**config.mk**
```make
export PLATFORM = sky130hd
export DESIGN_NAME = dvs_event_queue_reader
export DESIGN_NICKNAME = d
export VERILOG_FILES = /design/src/rtl/dvs_event_queue_reader.sv
export SDC_FILE = /design/constraint.sdc
export NUM_CORES = 1
export LEC_CHECK = 0
export ABC_AREA = 1
export CORE_ASPECT_RATIO = 1.1
export CORE_MARGIN = 3
export CORE_UTILIZATION = 44
export CTS_CLUSTER_DIAMETER = 80
export DETAILED_ROUTE_END_ITERATION = 10
export GPL_ROUTABILITY_DRIVEN = 0
export PLACE_DENSITY_LB_ADDON = 0.25
export SETUP_SLACK_MARGIN = 0.15
export SLEW_MARGIN = 10
export SYNTH_ARGS = -nofsm -noshare
export SYNTH_HDL_FRONTEND = slang
export SYNTH_SLANG_ARGS = --single-unit
```
**constraint.sdc**
```tcl
create_clock -name clk -period 1.6 [get_ports clk]
set_input_delay 0.32 -clock clk [delete_from_list [all_inputs] [get_ports clk]]
set_output_delay 0.32 -clock clk [all_outputs]
set_load 0.02 [all_outputs]
```
**src/rtl/dvs_event_queue_reader.sv**
```systemverilog
// DVS event queue reader: pulls events from a shared-bus FIFO and forwards
// them one at a time to the RAVENS consumer over a valid/ready handshake.
module dvs_event_queue_reader #(
    parameter int EVENT_BITS = 40,
    parameter int COUNT_BITS = 16
) (
    input  logic                  clk,
    input  logic                  rst_n,
    input  logic                  fifo_empty,
    input  logic                  fifo_grant,
    input  logic [EVENT_BITS-1:0] fifo_read_event,
    output logic                  fifo_req,
    output logic                  fifo_rd_en,
    output logic [EVENT_BITS-1:0] out_event,
    output logic                  out_valid,
    input  logic                  out_ready,
    output logic [COUNT_BITS-1:0] events_forwarded
);

    typedef enum logic [1:0] {
        IDLE,
        REQ,
        CAPTURE,
        SEND
    } state_t;

    state_t state;
    state_t state_nxt;

    always_ff @(posedge clk or negedge rst_n) begin
        if (!rst_n) begin
            state <= IDLE;
        end else begin
            state <= state_nxt;
        end
    end

    always_comb begin
        state_nxt = state;
        unique case (state)
            IDLE: begin
                if (!fifo_empty) begin
                    state_nxt = REQ;
                end
            end
            REQ: begin
                if (fifo_grant && !fifo_empty) begin
                    state_nxt = CAPTURE;
                end else if (fifo_empty) begin
                    state_nxt = IDLE;
                end
            end
            CAPTURE: begin
                state_nxt = SEND;
            end
            SEND: begin
                if (out_ready) begin
                    state_nxt = fifo_empty ? IDLE : REQ;
                end
            end
            default: begin
                state_nxt = IDLE;
            end
        endcase
    end

    // Bus stays requested through CAPTURE so read data lands while we own it
    always_comb begin
        fifo_req   = (state == REQ) || (state == CAPTURE);
        fifo_rd_en = (state == REQ) && fifo_grant && !fifo_empty;
        out_valid  = (state == SEND);
    end

    always_ff @(posedge clk or negedge rst_n) begin
        if (!rst_n) begin
            out_event <= '0;
        end else if (state == CAPTURE) begin
            out_event <= fifo_read_event;
        end
    end

    always_ff @(posedge clk or negedge rst_n) begin
        if (!rst_n) begin
            events_forwarded <= '0;
        end else if (out_valid && out_ready && (events_forwarded != '1)) begin
            events_forwarded <= events_forwarded + COUNT_BITS'(1);
        end
    end

endmodule

```
# [Yosys cells after proc, flatten, opt, wreduce, memory -nomap -nowiden]
# Cells that the tools add are included.
[totals] reg_bits=58 out_inout_bits=59
[op_classes] add_sub_neg=1 mux=6 eq_ne=7 n_reduce_logical=9
[ops] cell="16-bit by 1-bit adder with 16-bit output, second input constant" n=1
[ops] cell="16-bit inequality test, second input constant" n=1
[ops] cell="2-bit two-way mux" n=4
[ops] cell="2-bit case mux with 4 select lines" n=1
[ops] cell="1-bit logical AND" n=5
[ops] cell="2-bit equality test, second input constant" n=2
[ops] cell="3-bit inequality test, second input constant" n=1
[ops] cell="3-bit AND reduction" n=1
[ops] cell="2-bit by 1-bit equality test with 1-bit output, second input constant" n=1
[ops] cell="2-bit logical NOT" n=1
[ops] cell="2-bit by 1-bit inequality test with 1-bit output, second input constant" n=1
[ops] cell="2-bit inequality test, second input constant" n=1
[ops] cell="1-bit logical NOT" n=1
[ops] cell="1-bit logical OR" n=1
[ops] cell="1-bit two-way mux" n=1

# [Longest topological paths before layout]
# Gate-level depths: netlist of the first run.
[logic_depth] ltp_word=4 ltp_mapped=10 mapped_depth_nobuf=9

# [Least setup slack after synthesis of the first run]
# OpenSTA, ideal clock, no wires.
[synth_path] path_type="register to register" startpoint="register events_forwarded[0]" endpoint="register events_forwarded[10]" t_arrival_ns=1.485 setup_ns=0.118 setup_slack_ns=-0.003 t_required_ns=1.482 path_stages_with_launch=10 n_path_buf=1 cell_sequence="dfrtp_1 ha_1 nand2_1 nor2_2 nand2_2 nor2_2 nor2_1 buf_2 nand2_1 nand2_1"
[synth_between] elab_chain_len=2 elab_cells_between_ends=3 classes_between="add/sub (1); eq/ne (1); reduce/logical (1)"
[synth_lines] item="from (decl)" line="17" rtl="output logic [COUNT_BITS-1:0] events_forwarded"
[synth_lines] item="from (signal assigned)" line="86" rtl="events_forwarded <= events_forwarded + COUNT_BITS'(1);"
[synth_lines] item="parallel branches: the longest is 2 deep, another holds 16-bit by 1-bit adder with 16-bit output"
# Parallel ways; which one is timed is not known.
# A chain may end at the register's enable or synchronous reset.

# [Worst setup path in the final report of the first run]
[layout_path] startpoint="register state[0]" endpoint="output port out_valid"
[layout_between] elab_chain_len=1
[layout_lines] item="from (decl)" line="27" rtl="state_t state;"
[layout_lines] item="from (signal assigned)" line="34" rtl="state <= state_nxt;"
[layout_lines] item="2-bit equality test" line="71" rtl="out_valid = (state == SEND);"
[layout_lines] item="to (decl)" line="15" rtl="output logic out_valid,"
# No other way between the ends.

==> results by group, run 1 <==
Run status
  – Run status: finished with violations
  – Violated checks: setup timing

Synthesis
  – Cells after Synth: ~260
  – Register bit total from synthesis: 58
  – Number of enable flip-flop cells after synthesis: 0
  – Cell type with the highest aggregate area in the netlist: dfrtp_1
  – Synth Net Count: 309
  – Top cells by area in the synthesized netlist: dfrtp_1 (54%), mux2_2 (17%), nand2_1 (10%), ha_1 (2.8%), inv_1 (2.8%)
  – Netlist cell types: 19
  – Synthesized cell area: roughly 2700 sq um
  – Share of async-settable or async-resettable flops after synthesis: between 90% and 100%
  – Average cell area after synthesis: between 10 and 15 sq um
  – Fraction of post-synthesis cell area in the top cell type by area: 54.49%
  – Ys flop type: dfrtp_1
  – Seq/Total Area, Yosys: between 50% and 60%
  – Number of warning messages in the yosys log: 0

Setup path
  – Startpoint of the worst-slack reg-to-reg timing path: state[0]
  – Required time of the worst setup path: around 1.3 ns
  – Destination of the worst register-to-register timing path: out_event[0]
  – Setup slack on the worst flop-to-flop path: -0.04 ns
  – Critical path start-end classification: flop to primary output
  – Crit start category: flop
  – Maximum net fanout on the critical path: 4
  – Setup crit end kind: primary output
  – Arrival @ worst endpoint: about 1.3 ns
  – Number of cells on the worst reg-to-reg path: 7

Finish
  – Layout Utilization: a little over 80%
  – Most common library cell in the layout ignoring fill and taps: nand2_1
  – Antenna Diode Count: 0
  – Share of cells above drive strength 1: roughly two fifths
  – Syn-to-layout area delta: 77.31%
  – Number of cells in the finished layout apart from fillers: a little under 500
  – Nets: approximately 460
  – Commonest cells after routing, fill and taps aside: nand2_1 (59), dfrtp_1 (51), clkdlybuf4s50_1 (43), dlygate4sd2_1 (43), mux2_4 (40)
  – Final design area excluding fillers: 4723 sq um

Global routing
  – Antenna violations before repair: 0
  – Wire length of the first global-routing pass: 11,520 microns
  – Maximum number of pins on one net before global-route repair: between 50 and 60
  – Via count of the first global-routing pass: 2,351
  – Overall fraction of global-route tracks in use: a little over a fifth
  – Overflow left after global routing: 0

Power
  – Total chip power: roughly 8 mW
  – Power per Cell Area: roughly 1700 nW/um^2
  – Worst-case vdd ir drop: 1230 uV
  – LEAKAGE: 2.211 nW

Timing
  – Final setup slack of the worst path: -0.06279 ns
  – Number of pins exceeding their max-slew limit in the final report: 0
  – Worst Skew: 0.006930 ns
  – Final period util: 103.9%
  – Worst slew slack as a fraction of its limit: between 70 and 80%
  – Post-route minimum period: between 1.5 and 2 ns
  – Number of setup violations in the final report: 38
  – Hold violation total from the final report: 0
  – Max Clock Freq: 601.4 MHz
  – Least-Margin Pin Slew: ~0.32 ns
  – Unrepaired setup endpoints after global routing: yes

Die
  – Die W: 80.19 microns
  – Standard cell core area: 5806 sq um
  – Ports placed on the boundary: about 100
  – Number of placement rows: 29
  – Area of the die: between 7000 and 8000 sq um
  – Die boundary height: slightly below 90 microns
  – Initial standard-cell utilization of the core: 45.88%

Drt
  – Initial DRT Pass Iterations: 4
  – Initial drt markers: about 140
  – Via density per instance: a little over 5
  – Detailed-route DRC error count: 0
  – Routed length per placed instance: 17.95 microns
  – Post-route ant nets: 0
  – Final wirelength: just under 9000 microns
  – DR vias: roughly 2,500

Hold path
  – Worst Hold Path EP: out_event[7]
  – Beginning of the worst hold path: out_event[7]
  – Class of the most critical hold timing path: flop to flop
  – WHS Path Cells: 1

Clock tree
  – Number of sinks driven by the clock tree: just under 60
  – Cts bufs inserted: 9
  – Clk Latency, worst-skew pair: ~0.34 ns
  – Root buffer cell: clkbuf_8
  – Clock-pin slew reported for the worst setup and hold paths after clock tree synthesis: ~0.07 ns
  – Maximum clock path buffer count: 2
  – CTS tree: yes
  – H-Tree Depth: 3

Placed design
  – Cell Count Post-Placement: 450
  – Number of buffers inserted by port buffering: 103
  – Detailed-placement wirelength estimate: 4605 microns
  – Total cell area at the placement stage: 3930 sq um
  – Setup WS pre-CTS: -0.3025 ns

Run
  – Number of max-cap violations: 0
layout make-up:
class / instances / area, sq um
Fill cell: 338 / 1082
Sequential cell: 58 / 1460
Clock buffer: 11 / 141.4
Inverter: 21 / 87.58
Timing Repair Buffer: 145 / 1465
Clock inverter: 5 / 30.03
Multi-Input combinational cell: 175 / 1443
Tap cell: 77 / 96.34
cells by family after synthesis:
logic type	synth area share, %
xor+xnor	1.973
fa+ha+maj	2.818
simple gates	18.74
buf+inv	4.321
mux	16.91
compound gates	0.7516
flops	54.49
registers in the layout, summed over array words and instances (netlist names), named ones only:
name / cells
out_event: 40
events_forwarded: 16
state: 1
repair_timing:
action / 4_1_cts / 5_1_grt
setup endpoints to repair: 114 / 71
endpoints found under the hold margin: 58 / 0
hold buffers: 1 / 0
gates cloned: 4 / 5
pin swaps: 6 / 16
buffers inserted: 8 / 8
gates resized for setup: 124 / 83
report_power, final:
| part | switching (mW) | leakage (nW) | internal, mW |
|---|---|---|---|
| Clock | 0.602 | 0.0851 | 0.595 |
| Combinational | 2.01 | 1.41 | 2.43 |
| Sequential | 0.359 | 0.713 | 2.05 |
| Total | 2.97 | 2.21 | 5.07 |
stage by stage:
stage	setup TNS (ns)	hold WS, ns
after CTS	-0.07087	0.5039
after global routing	-2.186	0.5193
after detailed placement	-2.313	0.3455
after global placement	-2.115	0.3490
after floorplan	0	0.02441
final	-0.8282	0.5040
per-layer routing:
layer  up-vias  routed length [microns]  global-route usage, %
li1       1146                        -                      -
met1      1220                     3680                  26.86
met4         0                      121                  7.373
met2        99                     4506                  37.95
met5         -                        0                      0
met3        12                      524                  4.527
how the worst max path moves through the flow:
stage	from	endpoint
after global placement	fifo_empty	fifo_rd_en
after CTS	flop	fifo_rd_en
after global routing	flop	fifo_rd_en
final	state[0]	out_valid
after detailed placement	fifo_empty	fifo_rd_en
after floorplan	events_forwarded[0]	events_forwarded[10]
critical path, stage by stage (launching register included):
cell and delay, ns:
dfrtp_2 0.45, buf_6 0.14, buf_6 0.11, ha_4 0.17, buf_6 0.13
synthesized netlist by cell type (2+ instances only):
cell type,count
nand2_1,73
nand3_1,11
dfrtp_1,58
nand3b_1,2
nor2_2,4
nand2_2,2
nand4_1,6
nor2_1,17
xor2_1,4
buf_2,5
mux2_2,40
o21ai_0,4
inv_1,20
ha_1,6
xnor2_1,2
Power figures use the tool's default switching activity.
==> inputs of run 2 (changes only) <==
Settings changed: PLACE_DENSITY set to 0.85, PLACE_DENSITY_LB_ADDON 0.25 to not set.
==> run 2 against run 1 <==
  * The flow still finishes with violations (setup timing)
  * Via count up 3.1%
  * First-iteration DRC count up 5.6%
  * Cell area up 2.5%
  * Routed wire length up 15%
  * Sequential share of layout area down 0.75 points
  * Die area unchanged
  * Core utilization up 2.0 points
  * Sequential power up 2%
  * Count of clock-buffer cells in the layout down 1
  * Combinational power up 3%
  * Critical endpoint is now fifo_rd_en
  * Largest cell class unchanged
  * Highest routed layer unchanged
==> results by group, run 2 (synthesis gave the netlist of run 1 again) <==
Run status
  – Run status: finished with violations
  – Violated checks: setup timing

Die
  – Die boundary height: 87.61 microns (unchanged)
  – Standard cell core area: 5806 sq um (unchanged)
  – Ports placed on the boundary: 104 (unchanged)
  – Number of placement rows: 29 (unchanged)
  – Area of the die: 7025 sq um (unchanged)
  – Die W: 80.19 microns (unchanged)
  – Initial standard-cell utilization of the core: 45.88% (unchanged)

Finish
  – Most common library cell in the layout ignoring fill and taps: nand2_1
  – Share of cells above drive strength 1: 38.37% (+0.056 points)
  – Max reg flops: 40 (unchanged)
  – Nets: 463 (+0.43%)
  – Syn-to-layout area delta: 81.73%
  – Top flop regs: out_event x40, events_forwarded x16, state x1
  – Commonest cells after routing, fill and taps aside: nand2_1 (63), dfrtp_1 (51), clkdlybuf4s50_1 (43)
  – Antenna Diode Count: 0 (unchanged)
  – Reg with most FFs: out_event
  – FF/Latch Area: 1460 sq um (unchanged)
  – Layout Utilization: 83.38% (+2.0 points)
  – Multi-input logic area: 1448 sq um (+0.35%)
  – Filler cell count: 286 (-15%)

Timing
  – Worst slew slack as a fraction of its limit: 71.20% (-7.0 points)
  – Least-Margin Pin Slew: 0.4287 ns (+0.1039 ns)
  – Unrepaired setup endpoints after global routing: yes
  – Hold_ws: 0.4996 ns (-0.004372 ns)
  – Post-route minimum period: 1.735 ns (+0.07256 ns)
  – Max Clock Freq: 576.3 MHz (-4.2%)
  – Hold violation total from the final report: 0 (unchanged)
  – Number of setup violations in the final report: 23 (-39%)
  – Final period util: 108.5% (+4.5 points)
  – Final setup slack of the worst path: -0.1354 ns (-0.07256 ns)
  – Number of pins exceeding their max-slew limit in the final report: 0 (unchanged)
  – Worst Skew: 0.01509 ns (+0.008155 ns)

Setup path
  – Cell-by-cell trace of the critical path: inv_2 > ha_4 > inv_2 > nor2_2 > nand2_1 > inv_2 > buf_6
  – Number of cells on the worst reg-to-reg path: 8 (+1)
  – Critical path start-end classification: flop to primary output
  – Cell occurring most often along the worst timing path: inv_2
  – Maximum net fanout on the critical path: 2 (-2)
  – Crit start category: flop
  – Critical Path Max Stage Delay: 0.39 ns (-0.06 ns)
  – Required time of the worst setup path: 1.28 ns (about the same)
  – Worst-path cell with the longest stage delay: dfrtp_1
  – Arrival @ worst endpoint: 1.42 ns (+0.08 ns)
  – Setup crit end kind: primary output

Clock tree
  – Number of sinks driven by the clock tree: 58 (unchanged)
  – Clock-pin slew reported for the worst setup and hold paths after clock tree synthesis: 0.08 ns (about the same)
  – Clk Latency, worst-skew pair: 0.35 ns (about the same)
  – CTS tree: yes
  – Cts bufs inserted: 9 (unchanged)
  – Maximum clock path buffer count: 2 (unchanged)
  – Root buffer cell: clkbuf_8
  – H-Tree Depth: 3 (unchanged)

Global routing
  – Antenna violations before repair: 0 (unchanged)
  – Maximum number of pins on one net before global-route repair: 59 (unchanged)
  – Via count of the first global-routing pass: 2,635 (+12%)
  – Overall fraction of global-route tracks in use: 27.33% (+5.6 points)
  – Wire length of the first global-routing pass: 14,340 microns (+24%)
  – Grt met1 use: 30.57% (+3.7 points)
  – Met2 demand-to-capacity share in global routing: 48.27% (+10 points)
  – Overflow left after global routing: 0 (unchanged)
  – Most heavily used metal layer in global routing: met2
  – Met3 GRT Util: 10.70% (+6.2 points)

Drt
  – Final wirelength: 10,110 microns (+15%)
  – Post-route ant nets: 0 (unchanged)
  – DR vias: 2,554 (+3.1%)
  – Detailed-route DRC error count: 0 (unchanged)
  – Via density per instance: 5.170 (+2.7%)
  – Initial DRT Pass Iterations: 4 (unchanged)
  – Routed length per placed instance: 20.47 microns (+14%)
  – Initial drt markers: 150 (+5.6%)

Placed design
  – Number of buffers inserted by port buffering: 103 (unchanged)
  – Detailed-placement wirelength estimate: 4903 microns (+6.5%)

Power
  – Total chip power: 8.720 mW (+8.4%)
  – Power per Cell Area: 1801 nW/um^2 (+5.8%)
  – Worst-case vdd ir drop: 938.1 uV (-24%)
  – LEAKAGE: 2.276 nW (+2.9%)

Run
  – Number of max-cap violations: 0 (unchanged)

Hold path
  – Class of the most critical hold timing path: input port to asynchronous set/reset pin
[run 2: cell types whose count changed in the layout (fill, tap and decap cells not counted), moves of 2 or more]
| cell | delta |
|---|---|
| nand2_2 | -5 |
| buf_16 | +2 |
| clkinvlp_4 | -3 |
| dlygate4sd2_1 | -4 |
| clkdlybuf4s15_1 | +2 |
| bufinv_16 | +3 |
| nand2_1 | +4 |
| nand2_8 | +2 |
| clkbuf_16 | -3 |
| buf_6 | +5 |
[run 2: power breakdown]
group | switching, mW | internal (mW) | total [mW]
Sequential | 0.420 | 2.05 | 2.47
Combinational | 2.12 | 2.47 | 4.59
Clock | 0.635 | 1.03 | 1.66
[run 2: layout make-up]
| type | instances | share of cell area, % |
|---|---|---|
| Timing Repair Buffer | 148 | 31.20 |
| Sequential cell | 58 | 30.16 |
| Multi-Input combinational cell | 174 | 29.90 |
| Clock buffer | 10 | 2.636 |
| Clock inverter | 6 | 2.171 |
| Tap cell | 77 | 1.990 |
| Inverter | 21 | 1.938 |
[run 2: critical path: cells and delay by family, from the launching register on]
family	cells	cell delay [ns]
and+or+nand+nor	2	0.23
DFF	1	0.39
adders and majority gates	1	0.13
buffers and inverters	4	0.32
[run 2: path summary, 6_finish.rpt]
| check | start | to | slack (ns) |
|---|---|---|---|
| worst max register to register | state[0] | out_event[18] | -0.07 |
| worst min register to register | out_event[17] | out_event[17] | 0.51 |
| worst min-delay path | rst_n | out_event[18] | 0.50 |
| worst max-delay path | flop | fifo_rd_en | -0.14 |
| max in group asynchronous | rst_n | state[0] | 0.82 |
| min in group clk | out_event[17] | out_event[17] | 0.51 |
[run 2: what timing repair did]
action | CTS | global route
buffers inserted | 15 | 9
resized for setup | 152 | 71
pin swaps | 6 | 39
hold buffers | 1 | 0
endpoints found under the hold margin | 57 | 0
gates cloned | 6 | 1
setup endpoints to repair | 114 | 74
[run 2: metrics by stage]
step,setup TNS (ns),worst slack [ns],std cells,cell area [sq um]
floorplan,0,0.1519,258,2684
global placement,-2.273,-0.3072,446,3897
detailed placement,-2.668,-0.3005,446,3897
CTS,-0.08441,-0.06326,484,4591
global route,-2.930,-0.2202,494,4841
finish,-1.290,-0.1354,494,4841
[run 2: metal layers]
layer  up-vias  routed length [microns]
met5         -                        0
met4         0                      190
met3        19                      856
met2       140                     5106
met1      1252                     3961
li1       1143                        -
